### src/rtl/note_stream_sequencer.sv
// Play-mode note scheduler: fetches lane-1/lane-2 note words over one ROM port,
// steps a shared bit index on beat ticks and double-buffers the next word pair.
module note_stream_sequencer #(
  parameter int unsigned ADDR_W       = 8,
  parameter int unsigned SONG_LEN     = 64,
  parameter int unsigned PREFETCH_IDX = 16
) (
  input  logic              clk,
  input  logic              rst,
  input  logic [2:0]        mode,
  input  logic              beat_tick,
  output logic              rom_req,
  output logic [ADDR_W-1:0] rom_addr,
  input  logic              rom_ack,
  input  logic [31:0]       rom_data,
  output logic [31:0]       next_note1,
  output logic [31:0]       next_note2,
  output logic [4:0]        next_idx1,
  output logic [4:0]        next_idx2,
  output logic              underrun,
  output logic              song_done
);
  localparam int unsigned     PTR_W     = ADDR_W - 1;
  localparam logic [PTR_W-1:0] LAST_PTR = PTR_W'(SONG_LEN - 1);
  localparam logic [4:0]      PF_IDX    = 5'(PREFETCH_IDX);
  localparam logic [2:0]      MODE_PLAY = 3'd2;

  typedef enum logic [2:0] {
    S_IDLE, S_INIT_L1, S_INIT_L2, S_RUN, S_PF_L1, S_PF_L2, S_DONE
  } state_t;

  state_t           state;
  logic [PTR_W-1:0] word_ptr;
  logic [PTR_W-1:0] next_ptr;
  logic [31:0]      shadow1;
  logic [31:0]      shadow2;
  logic             shadow_valid;
  logic             abort;
  logic [4:0]       idx;
  logic             play;
  logic             fetching;
  logic             go_idle;
  logic             stepping;

  assign next_idx1 = idx;
  assign next_idx2 = idx;

  always_comb begin
    play     = (mode == MODE_PLAY);
    next_ptr = word_ptr + 1'b1;
    fetching = (state == S_INIT_L1) || (state == S_INIT_L2) ||
               (state == S_PF_L1)   || (state == S_PF_L2);
    // A fetch abandoned by leaving play mode only ends once the ROM acks it.
    go_idle  = (!play && (state == S_RUN || state == S_DONE)) ||
               (fetching && rom_ack && (abort || !play));
    stepping = play && !abort &&
               (state == S_RUN || state == S_PF_L1 || state == S_PF_L2);
  end

  always_ff @(posedge clk) begin
    if (rst) begin
      state        <= S_IDLE;
      word_ptr     <= '0;
      shadow1      <= '0;
      shadow2      <= '0;
      shadow_valid <= 1'b0;
      abort        <= 1'b0;
      idx          <= '0;
      rom_req      <= 1'b0;
      rom_addr     <= '0;
      next_note1   <= '0;
      next_note2   <= '0;
      underrun     <= 1'b0;
      song_done    <= 1'b0;
    end else begin
      underrun <= 1'b0;
      case (state)
        S_IDLE: begin
          if (play) begin
            state    <= S_INIT_L1;
            word_ptr <= '0;
            rom_req  <= 1'b1;
            rom_addr <= '0;
            abort    <= 1'b0;
          end
        end
        S_INIT_L1: begin
          if (!play) abort <= 1'b1;
          if (rom_ack) begin
            next_note1 <= rom_data;
            state      <= S_INIT_L2;
            rom_addr   <= ADDR_W'(1);
          end
        end
        S_INIT_L2: begin
          if (!play) abort <= 1'b1;
          if (rom_ack) begin
            next_note2 <= rom_data;
            idx        <= '0;
            state      <= S_RUN;
            rom_req    <= 1'b0;
            rom_addr   <= '0;
          end
        end
        S_RUN: begin
          if (idx == PF_IDX && !shadow_valid && word_ptr < LAST_PTR) begin
            state    <= S_PF_L1;
            rom_req  <= 1'b1;
            rom_addr <= {next_ptr, 1'b0};
          end
        end
        S_PF_L1: begin
          if (!play) abort <= 1'b1;
          if (rom_ack) begin
            shadow1  <= rom_data;
            state    <= S_PF_L2;
            rom_addr <= {next_ptr, 1'b1};
          end
        end
        S_PF_L2: begin
          if (!play) abort <= 1'b1;
          if (rom_ack) begin
            shadow2      <= rom_data;
            shadow_valid <= 1'b1;
            state        <= S_RUN;
            rom_req      <= 1'b0;
            rom_addr     <= '0;
          end
        end
        S_DONE: ;
        default: state <= S_IDLE;
      endcase

      if (stepping && beat_tick) begin
        if (idx != 5'd31) begin
          idx <= idx + 1'b1;
        end else if (word_ptr == LAST_PTR) begin
          state      <= S_DONE;
          next_note1 <= '0;
          next_note2 <= '0;
          idx        <= '0;
          song_done  <= 1'b1;
          rom_req    <= 1'b0;
          rom_addr   <= '0;
        end else if (shadow_valid || (state == S_PF_L2 && rom_ack)) begin
          // The L2 word arriving on this very edge is forwarded past the shadow.
          next_note1   <= shadow1;
          next_note2   <= shadow_valid ? shadow2 : rom_data;
          word_ptr     <= next_ptr;
          shadow_valid <= 1'b0;
          idx          <= '0;
        end else begin
          underrun <= 1'b1;
        end
      end

      if (go_idle) begin
        state        <= S_IDLE;
        word_ptr     <= '0;
        shadow1      <= '0;
        shadow2      <= '0;
        shadow_valid <= 1'b0;
        abort        <= 1'b0;
        idx          <= '0;
        rom_req      <= 1'b0;
        rom_addr     <= '0;
        next_note1   <= '0;
        next_note2   <= '0;
        underrun     <= 1'b0;
        song_done    <= 1'b0;
      end
    end
  end
endmodule
### config.mk
export PLATFORM = sky130hd
export DESIGN_NAME = note_stream_sequencer
export DESIGN_NICKNAME = d
export VERILOG_FILES = /design/src/rtl/note_stream_sequencer.sv
export SDC_FILE = /design/constraint.sdc
export NUM_CORES = 1
export LEC_CHECK = 0
export CORE_AREA = 10 10 137 139
export DETAILED_ROUTE_END_ITERATION = 12
export DIE_AREA = 0 0 147 149
export PLACE_DENSITY = 0.69
export SETUP_SLACK_MARGIN = 0.3
export SYNTH_ARGS = -nofsm -noshare
export SYNTH_HDL_FRONTEND = slang
export SYNTH_SLANG_ARGS = --single-unit
### constraint.sdc
create_clock -name clk -period 2.9 [get_ports clk]
set_clock_uncertainty 0.1 [all_clocks]
set_input_delay 0.87 -clock clk [delete_from_list [all_inputs] [get_ports clk]]
set_output_delay 0.87 -clock clk [all_outputs]
set_load 0.01 [all_outputs]
After elaboration in Yosys (flattened, before gate mapping)
Index checks and enable logic that the tools add are counted.
{"block": "word_totals", "romBits": 0, "latchBits": 0, "in_bits": 39, "out_inout_bits": 85, "ff_bits": 156, "ram_bits": 0, "mem_count": 0}
{"block": "classes", "addsub": 2, "n_shift": 0, "reduce_logical": 31, "multipliers": 0, "n_eq_ne": 12, "div": 0, "bitwise_logic": 2, "n_mux": 60, "order_cmp": 1}
{"cell": "two-way mux 32 bit", "n": 13}
{"cell": "two-way mux 8 bit", "n": 8}
{"cell": "two-way mux 7 bit", "n": 6}
{"cell": "case mux 8 bit (5 select lines)", "n": 1}
{"cell": "two-way mux 5 bit", "n": 6}
{"cell": "two-way mux 3 bit", "n": 8}
{"cell": "case mux 3 bit (6 select lines)", "n": 1}
{"cell": "two-way mux 1 bit", "n": 15}
{"cell": "== test 3 x 2 -> 1 bit, second input constant", "n": 3}
{"cell": "== test 3 bit, second input constant", "n": 3}
{"cell": "logical AND 1 bit", "n": 9}
{"cell": "logical OR 1 bit", "n": 9}
{"cell": "adder 7 x 1 -> 7 bit, second input constant", "n": 1}
{"cell": "== test 7 x 6 -> 1 bit, second input constant", "n": 1}
{"cell": "less-than comparator 7 x 6 -> 1 bit, second input constant", "n": 1}
{"cell": "AND reduction 3 bit", "n": 2}
{"cell": "adder 5 x 1 -> 5 bit, second input constant", "n": 1}
{"cell": "== test 5 bit, second input constant", "n": 1}
{"cell": "inequality test 5 bit, second input constant", "n": 1}
{"cell": "OR reduction 5 bit", "n": 1}
{"cell": "inequality test 2 bit, second input constant", "n": 2}
{"cell": "AND reduction 2 bit", "n": 2}
{"cell": "OR reduction 2 bit", "n": 2}
{"cell": "OR reduction 4 bit", "n": 1}
{"cell": "7 further kinds", "n": 10}

Depth between registers and ports, before layout
Gate-level depths: netlist of run 1.
{"block": "logic_depth", "depth_word": 8, "depth_mapped": 10}

Worst setup path after synthesis of run 1
OpenSTA, ideal clock, no wires.
{"block": "synth_timing", "path_type": "input -> register", "from": "in mode[0]", "to": "reg word_ptr[0]", "arrival_time_ns": 2.610, "cell_stages": 8, "path_slack_ns": 0.120, "n_path_buf": 3, "path_cell_list": "or3b_1 > buf_2 > a2111oi_4 > and3_1 > buf_2 > buf_2 > nand2_1 > a21oi_1"}
{"block": "synth_between", "elab_chain_cells": 7, "elab_cells_between_ends": 16, "classes_between": "1 x eq/ne; 6 x mux; 9 x reduce/logical"}
{"element": "start: declaration", "line_no": "10", "rtl": "input logic [2:0] mode,"}
{"element": "== test 3 x 2 -> 1 bit *", "line_no": "49", "rtl": "play = (mode == MODE_PLAY);"}
{"element": "two-way mux 7 bit", "line_no": "79", "rtl": "if (play) begin"}
{"element": "two-way mux 7 bit", "line_no": "77", "rtl": "case (state)"}
{"element": "two-way mux 7 bit", "line_no": "145", "rtl": "end else if (shadow_valid || (state == S_PF_L2 && rom_ack)) begin"}
{"element": "two-way mux 7 bit", "line_no": "137", "rtl": "end else if (word_ptr == LAST_PTR) begin"}
{"element": "two-way mux 7 bit", "line_no": "135", "rtl": "if (idx != 5'd31) begin"}
{"element": "two-way mux 7 bit", "line_no": "134", "rtl": "if (stepping && beat_tick) begin"}
{"element": "end signal: assignment", "line_no": "149", "rtl": "word_ptr <= next_ptr;"}
{"element": "end: declaration", "line_no": "33", "rtl": "logic [PTR_W-1:0] word_ptr;"}
Mark *: on every way between the ends. The rest lies on a longest branch, timed or not.
A chain may end at the register's enable or synchronous reset.

Worst setup path in the final report of run 1
{"block": "layout_timing", "from": "in rom_ack", "to": "reg next_note1[0]"}
{"block": "layout_between", "elab_chain_cells": 6, "elab_cells_between_ends": 12, "classes_between": "6 x mux; 6 x reduce/logical"}
{"element": "start: declaration", "line_no": "14", "rtl": "input logic rom_ack,"}
{"element": "two-way mux 32 bit / logical AND 1 bit (equally long branches)", "line_no": "89, 145"}
{"element": "two-way mux 32 bit / logical OR 1 bit (equally long branches)", "line_no": "77, 145"}
{"element": "two-way mux 32 bit", "line_no": "145"}
{"element": "two-way mux 32 bit", "line_no": "137"}
{"element": "two-way mux 32 bit", "line_no": "135"}
{"element": "two-way mux 32 bit", "line_no": "134"}
{"element": "end signal: assignment", "line_no": "90", "rtl": "next_note1 <= rom_data;"}
{"element": "end signal: assignment", "line_no": "147", "rtl": "next_note1 <= shadow1;"}
{"element": "end: declaration", "line_no": "16", "rtl": "output logic [31:0] next_note1,"}
Several ways; a longest one is shown, not always the timed one.

==> results of run 1 <==
tightest hold or removal path, cell delays in order (launching register included):
cell and delay (ns):
dfxtp_1 0.30, nand2_1 0.05, a21oi_1 0.05
placed cells by master (no fill, tap or decap), types with 6 or more instances in the layout:
cell / Yosys / final
a21oi_1: 77 / 76
a221oi_1: 17 / 14
a22oi_1: 40 / 40
a32oi_1: 13 / 13
buf_12: 0 / 13
buf_4: 5 / 44
clkbuf_16: 0 / 17
clkdlybuf4s50_1: 0 / 120
dfxtp_1: 156 / 153
mux2_2: 48 / 48
mux2i_1: 18 / 18
nand2_1: 160 / 159
nand2b_1: 23 / 23
nand3_1: 11 / 11
nor2_1: 62 / 62
nor2b_1: 6 / 6
nor3_1: 14 / 13
o21ai_0: 19 / 19
o311ai_0: 17 / 17
sequential cells by signal (all words and copies together), names as in the netlist:
| register | flops |
|---|---|
| next_note1 | 32 |
| next_note2 | 32 |
| shadow1 | 32 |
| shadow2 | 32 |
| rom_addr | 8 |
| word_ptr | 7 |
| next_idx1 | 5 |
| state | 3 |
| abort | 1 |
| rom_req | 1 |
| shadow_valid | 1 |
| song_done | 1 |
| underrun | 1 |
layout make-up:
| type | instances | area share |
|---|---|---|
| multi-input cells | 587 | 0.384 |
| clock inverters | 10 | 0.0147 |
| clock buffers | 21 | 0.0484 |
| well taps | 220 | 0.0289 |
| flip-flops and latches | 156 | 0.328 |
| inverters | 6 | 0.00236 |
| repair buffers | 181 | 0.193 |
logic make-up (layout without fill, tap and decap cells):
family,after synthesis,count (layout),share of synthesized area
AND/OR/NAND/NOR,298,298,0.185
AO/OA/AOI/OAI,215,215,0.209
flip-flops,156,156,0.444
buffers and inverters,83,218,0.0477
multiplexers,66,66,0.102
adder cells (fa/ha/maj),4,4,0.00711
XOR/XNOR,4,4,0.00498
per-stage QoR:
stage / utilization / cell area, um^2
floorplan: - / 7090
global placement: 0.548 / 8860
detailed placement: 0.548 / 8860
CTS: 0.586 / 9470
global route: 0.589 / 9520
finish: 0.589 / 9520
timing repair:
item	in CTS	in global routing
setup endpoints to repair	19	65
gates resized for setup	2	11
setup buffers	0	1
hold endpoints to repair	0	0
pin swaps	0	3
gates cloned	0	0
hold buffers	0	0
synthesized netlist by cell type (2+ instances only):
master,instances,area [um^2]
dfxtp_1,156,3120
clkbuf_1,65,244
mux2i_1,18,180
and3_1,5,31.3
nor2b_1,6,37.5
nand2_1,160,601
a21oi_1,77,385
buf_2,4,20.0
a21boi_0,3,22.5
nor3_1,14,70.1
o311ai_0,17,149
nor2_1,62,233
ha_1,4,50.1
or2_2,2,12.5
xor2_1,3,26.3
nand2b_1,23,144
o21ai_1,2,10.0
a31oi_1,2,12.5
a22oi_1,40,300
o211ai_1,2,15.0
nand3b_1,3,22.5
or3_1,4,25.0
buf_4,5,37.5
a211oi_1,3,22.5
a311oi_1,5,43.8
buf_1,3,11.3
a211o_1,3,26.3
inv_1,6,22.5
nand3_1,11,55.1
a221oi_1,17,149
mux2_2,48,541
o21ai_0,19,95.1
a32oi_1,13,114
routing by layer:
| layer | track usage | vias up | share of wire |
|---|---|---|---|
| met5 | 0 | - | 0 |
| met4 | 0.0610 | 0 | 0.015 |
| met3 | 0.0482 | 27 | 0.058 |
| met2 | 0.296 | 177 | 0.47 |
| met1 | 0.235 | 3164 | 0.45 |
| li1 | - | 3197 | - |
power breakdown:
part | internal [mW] | leakage [nW] | total, mW | switching (mW)
combinational | 0.156 | 1.94 | 0.320 | 0.164
sequential | 2.16 | 1.26 | 2.18 | 0.0140
clock | 1.40 | 0.286 | 2.28 | 0.886
total | 3.71 | 3.49 | 4.78 | 1.06
worst max path at each step:
stage | from | end | slack (ns) | cells past startpoint
after floorplan | mode[2] | word_ptr[5] | 0.25 | 7
after global placement | mode[1] | next_note2[10] | -0.15 | 8
after detailed placement | mode[1] | next_note2[10] | -0.18 | 8
after CTS | mode[1] | next_note2[18] | 0.33 | 8
after global routing | rom_ack | next_note1[3] | 0.36 | 7
final | rom_ack | next_note1[0] | 0.47 | 7
==> impl_metrics.yaml, run 1 <==
run_status:
  status: "finished, final reports clean"
critical_path:
  worstPathArrival_ns: 2.69
  path_cells: "clkdlybuf4s50_1 > nand4b_1 > nand2b_1 > and3_4 > buf_12 > a22oi_1 > nor2_1"
  cp-end-kind: "flop"
  slowest_stage: "clkdlybuf4s50_1"
  max_stage_delay_ns: 0.54
  crit_buf_inv: 2
  path_class: "in2reg"
  start_kind: "input pin"
  critical_path.top_delay_family: "simple AND/OR/NAND/NOR gates"
  cp_max_fo: 14
  reg2reg_slack_ns: 0.57
  r2r_cells: 10
  r2r_end: "next_note1[0]"
  r2r_start: "next_idx1[1]"
  required_ns: 3.16
global_routing:
  antenna_found_initial: 0
  grt_pass1_vias: 6164
  grt_overflow: 0
  grt_pass1_wl_um: 33300
  grt.total_usage: 0.184
  grt_max_degree: 55
clocking:
  cts_tree: "built"
  clk_latency_ns: 0.43
  htreeDepth: 4
  cts-root-buf: "clkbuf_16"
  path_clk_slew_ns: 0.06
  cts_max_path_buffers: 2
  cts_num_sinks: 156
  cts_made_buffers: 17
cells_and_area:
  fin_cells: 1181
  drive_above_1_share: 0.162
  nNetsFinal: 992
  n_fill_cell: 1431
  multi_input_area_mm2: 0.00366
  syn2layout_area_growth_pct: 35.3
  regArea_mm2: 0.00313
  diodes: 0
die:
  die_y_um: 149
  die-width_um: 147
  start_util: 0.435
  num_io_pins: 124
  row_count: 47
  die_area_mm2: 0.0219
  core-area_mm2: 0.0162
place:
  placedCellCount: 1149
  port_buffers: 123
  routabilityCongestion: 0.910
  dp_hpwl_um: 13900
  pre_cts_ws_ns: -0.183
flow_run:
  drv_cap: 0
timing:
  rsz0062_at_grt: "no"
  hold_viol_final: 0
  min_period_ns: 2.43
  setup_viol: 0
  whs_ns: 0.351
  setup_tns_ns: 0
  timing.final.crit_share: 0.839
  setup_ws_ns: 0.466
  slew_headroom: 0.649
  worst_pin_slew_ns: 0.525
  fmax_mhz: 411
  drv_slew: 0
logic_synthesis:
  ys_seq_area_frac: 0.444
  synth-edff-count: 0
  netlist_instances: 826
  synth_seq_cells: 156
  syn_area_per_cell_um2: 8.52
  ys_types: 54
  yosys_warnings: 0
  synth_nets: 869
  async_reset_ff_frac: 0
  synth_area_mm2: 0.00704
  synth_ff_type: "dfxtp_1"
min_path:
  hold_depth: 2
  hold_class: "reg2reg"
  holdPathEnd: "shadow2[26]"
  holdCritStartpoint: "shadow2[26]"
power:
  powerDensity_mw_per_mm2: 502
  peakVddDrop_mv: 0.407
  total_power_mw: 4.78
  p_leak_nw: 3.49
detailed_routing:
  drc: 0
  postRouteAntennaNets: 0
  routedWlPerCell_um: 17.4
  dr.pass1.iters: 5
  vias_per_cell: 5.56
  drt_iter0_drc: 508
  num_vias: 6565
  drt_wl_total_um: 20600
Note: power is estimated with default switching activity, not from simulation.
==> run 2: changes to the inputs <==
==> constraint.sdc (replaced) <==
create_clock -name clk -period 2.5 [get_ports clk]
set_clock_uncertainty 0.1 [all_clocks]
set_input_delay 0.75 -clock clk [delete_from_list [all_inputs] [get_ports clk]]
set_output_delay 0.75 -clock clk [all_outputs]
set_load 0.01 [all_outputs]
==> impl_metrics.yaml, run 2 (synthesis results as in run 1) <==
clocking:
  cts_num_sinks: 156
  path_clk_slew_ns: 0.06
  cts_tree: "built"
  cts_max_path_buffers: 2
  cts-root-buf: "clkbuf_16"
  cts_made_buffers: 17
  clk_latency_ns: 0.43
  htreeDepth: 4
power:
  total_power_mw: 5.73
  peakVddDrop_mv: 0.554
  powerDensity_mw_per_mm2: 545
  p_leak_nw: 4.39
min_path:
  hold_class: "reg2reg"
  hold_depth: 2
cells_and_area:
  drive_above_1_share: 0.278
  diodes: 0
  nNetsFinal: 1033
  utilization: 0.650
  final_cell_mix: "nand2_1, dfxtp_1, a21oi_1"
  syn2layout_area_growth_pct: 49.3
  fin_cells: 1223
  n_fill_cell: 1303
  final_common_cell: "nand2_1"
critical_path:
  start_kind: "flop"
  worstPathArrival_ns: 2.55
  required_ns: 2.72
  r2r_cells: 11
  path_class: "reg2reg"
  cp-end-kind: "flop"
  cp_max_fo: 14
detailed_routing:
  drc: 0
  drt_wl_total_um: 22500
  num_vias: 6893
  drt_iter0_drc: 469
  routedWlPerCell_um: 18.4
  dr.pass1.iters: 5
  vias_per_cell: 5.64
  postRouteAntennaNets: 0
die:
  die_y_um: 149
  start_util: 0.435
  die-width_um: 147
  row_count: 47
  num_io_pins: 124
  die_area_mm2: 0.0219
  core-area_mm2: 0.0162
global_routing:
  grt_max_degree: 35
  grt_pass1_wl_um: 35800
  grt_pass1_vias: 6737
  grt_overflow: 0
  antenna_found_initial: 0
  grt.total_usage: 0.199
place:
  port_buffers: 123
  placedCellCount: 1169
  dp_hpwl_um: 14100
  routabilityCongestion: 0.814
timing:
  min_period_ns: 2.33
  drv_slew: 0
  hold_viol_final: 0
  setup_tns_ns: 0
  setup_viol: 0
  rsz0062_at_grt: "yes"
  timing.final.crit_share: 0.932
  slew_headroom: 0.665
  worst_pin_slew_ns: 0.498
  whs_ns: 0.347
  fmax_mhz: 429
run_status:
  status: "finished, final reports clean"
flow_run:
  drv_cap: 0
==> run 2: cell type report <==
class	instances	area (um^2)	share of cell area
clock inverters	14	194	0.0185
clock buffers	18	439	0.0418
inverters	6	27.5	0.00262
multi-input cells	588	4080	0.388
flip-flops and latches	156	3130	0.298
repair buffers	221	2360	0.225
well taps	220	275	0.0262
==> run 2: repair_timing <==
action	CTS	global route
buffers inserted	9	5
gates resized for setup	80	71
pin swaps	9	14
hold buffers	0	0
setup endpoints to repair	193	153
cloned	6	2
==> run 2: power breakdown <==
part	internal [mW]	switching [mW]	leakage (nW)	total, mW
sequential	2.51	0.0157	1.26	2.52
combinational	0.218	0.213	2.83	0.431
clock	1.70	1.07	0.306	2.77
total	4.43	1.30	4.39	5.73
==> run 2: critical path: stages, from the launching register on <==
cell and delay (ns):
dfxtp_2 0.35, ha_4 0.13, and3_4 0.19, ha_4 0.15, inv_6 0.04, a2111oi_4 0.42
buf_4 0.20, buf_6 0.10, o21ai_4 0.13, buf_12 0.19, a32oi_1 0.16, nor2_1 0.05
==> run 2: final timing paths <==
| path | start | to | slack [ns] |
|---|---|---|---|
| max | next_idx1[1] | next_note2[0] | 0.17 |
| min | shadow2[16] | shadow2[16] | 0.35 |
| max reg2reg | next_idx1[1] | next_note2[0] | 0.17 |
| min reg2reg | shadow2[16] | shadow2[16] | 0.35 |
==> run 2: per-layer routing <==
layer,GRT usage,part of all wire,vias up
met5,0,0,-
met4,0.0619,0.020,0
met3,0.0476,0.056,35
met2,0.343,0.49,219
met1,0.242,0.43,3361
li1,-,-,3278
==> run 2: per-stage QoR <==
stage / area, um^2 / setup slack [ns]
global route: 10500 / 0.101
finish: 10500 / 0.170
detailed placement: 9210 / -0.444
CTS: 10100 / 0.210
floorplan: 7430 / -0.0316
global placement: 9210 / -0.404
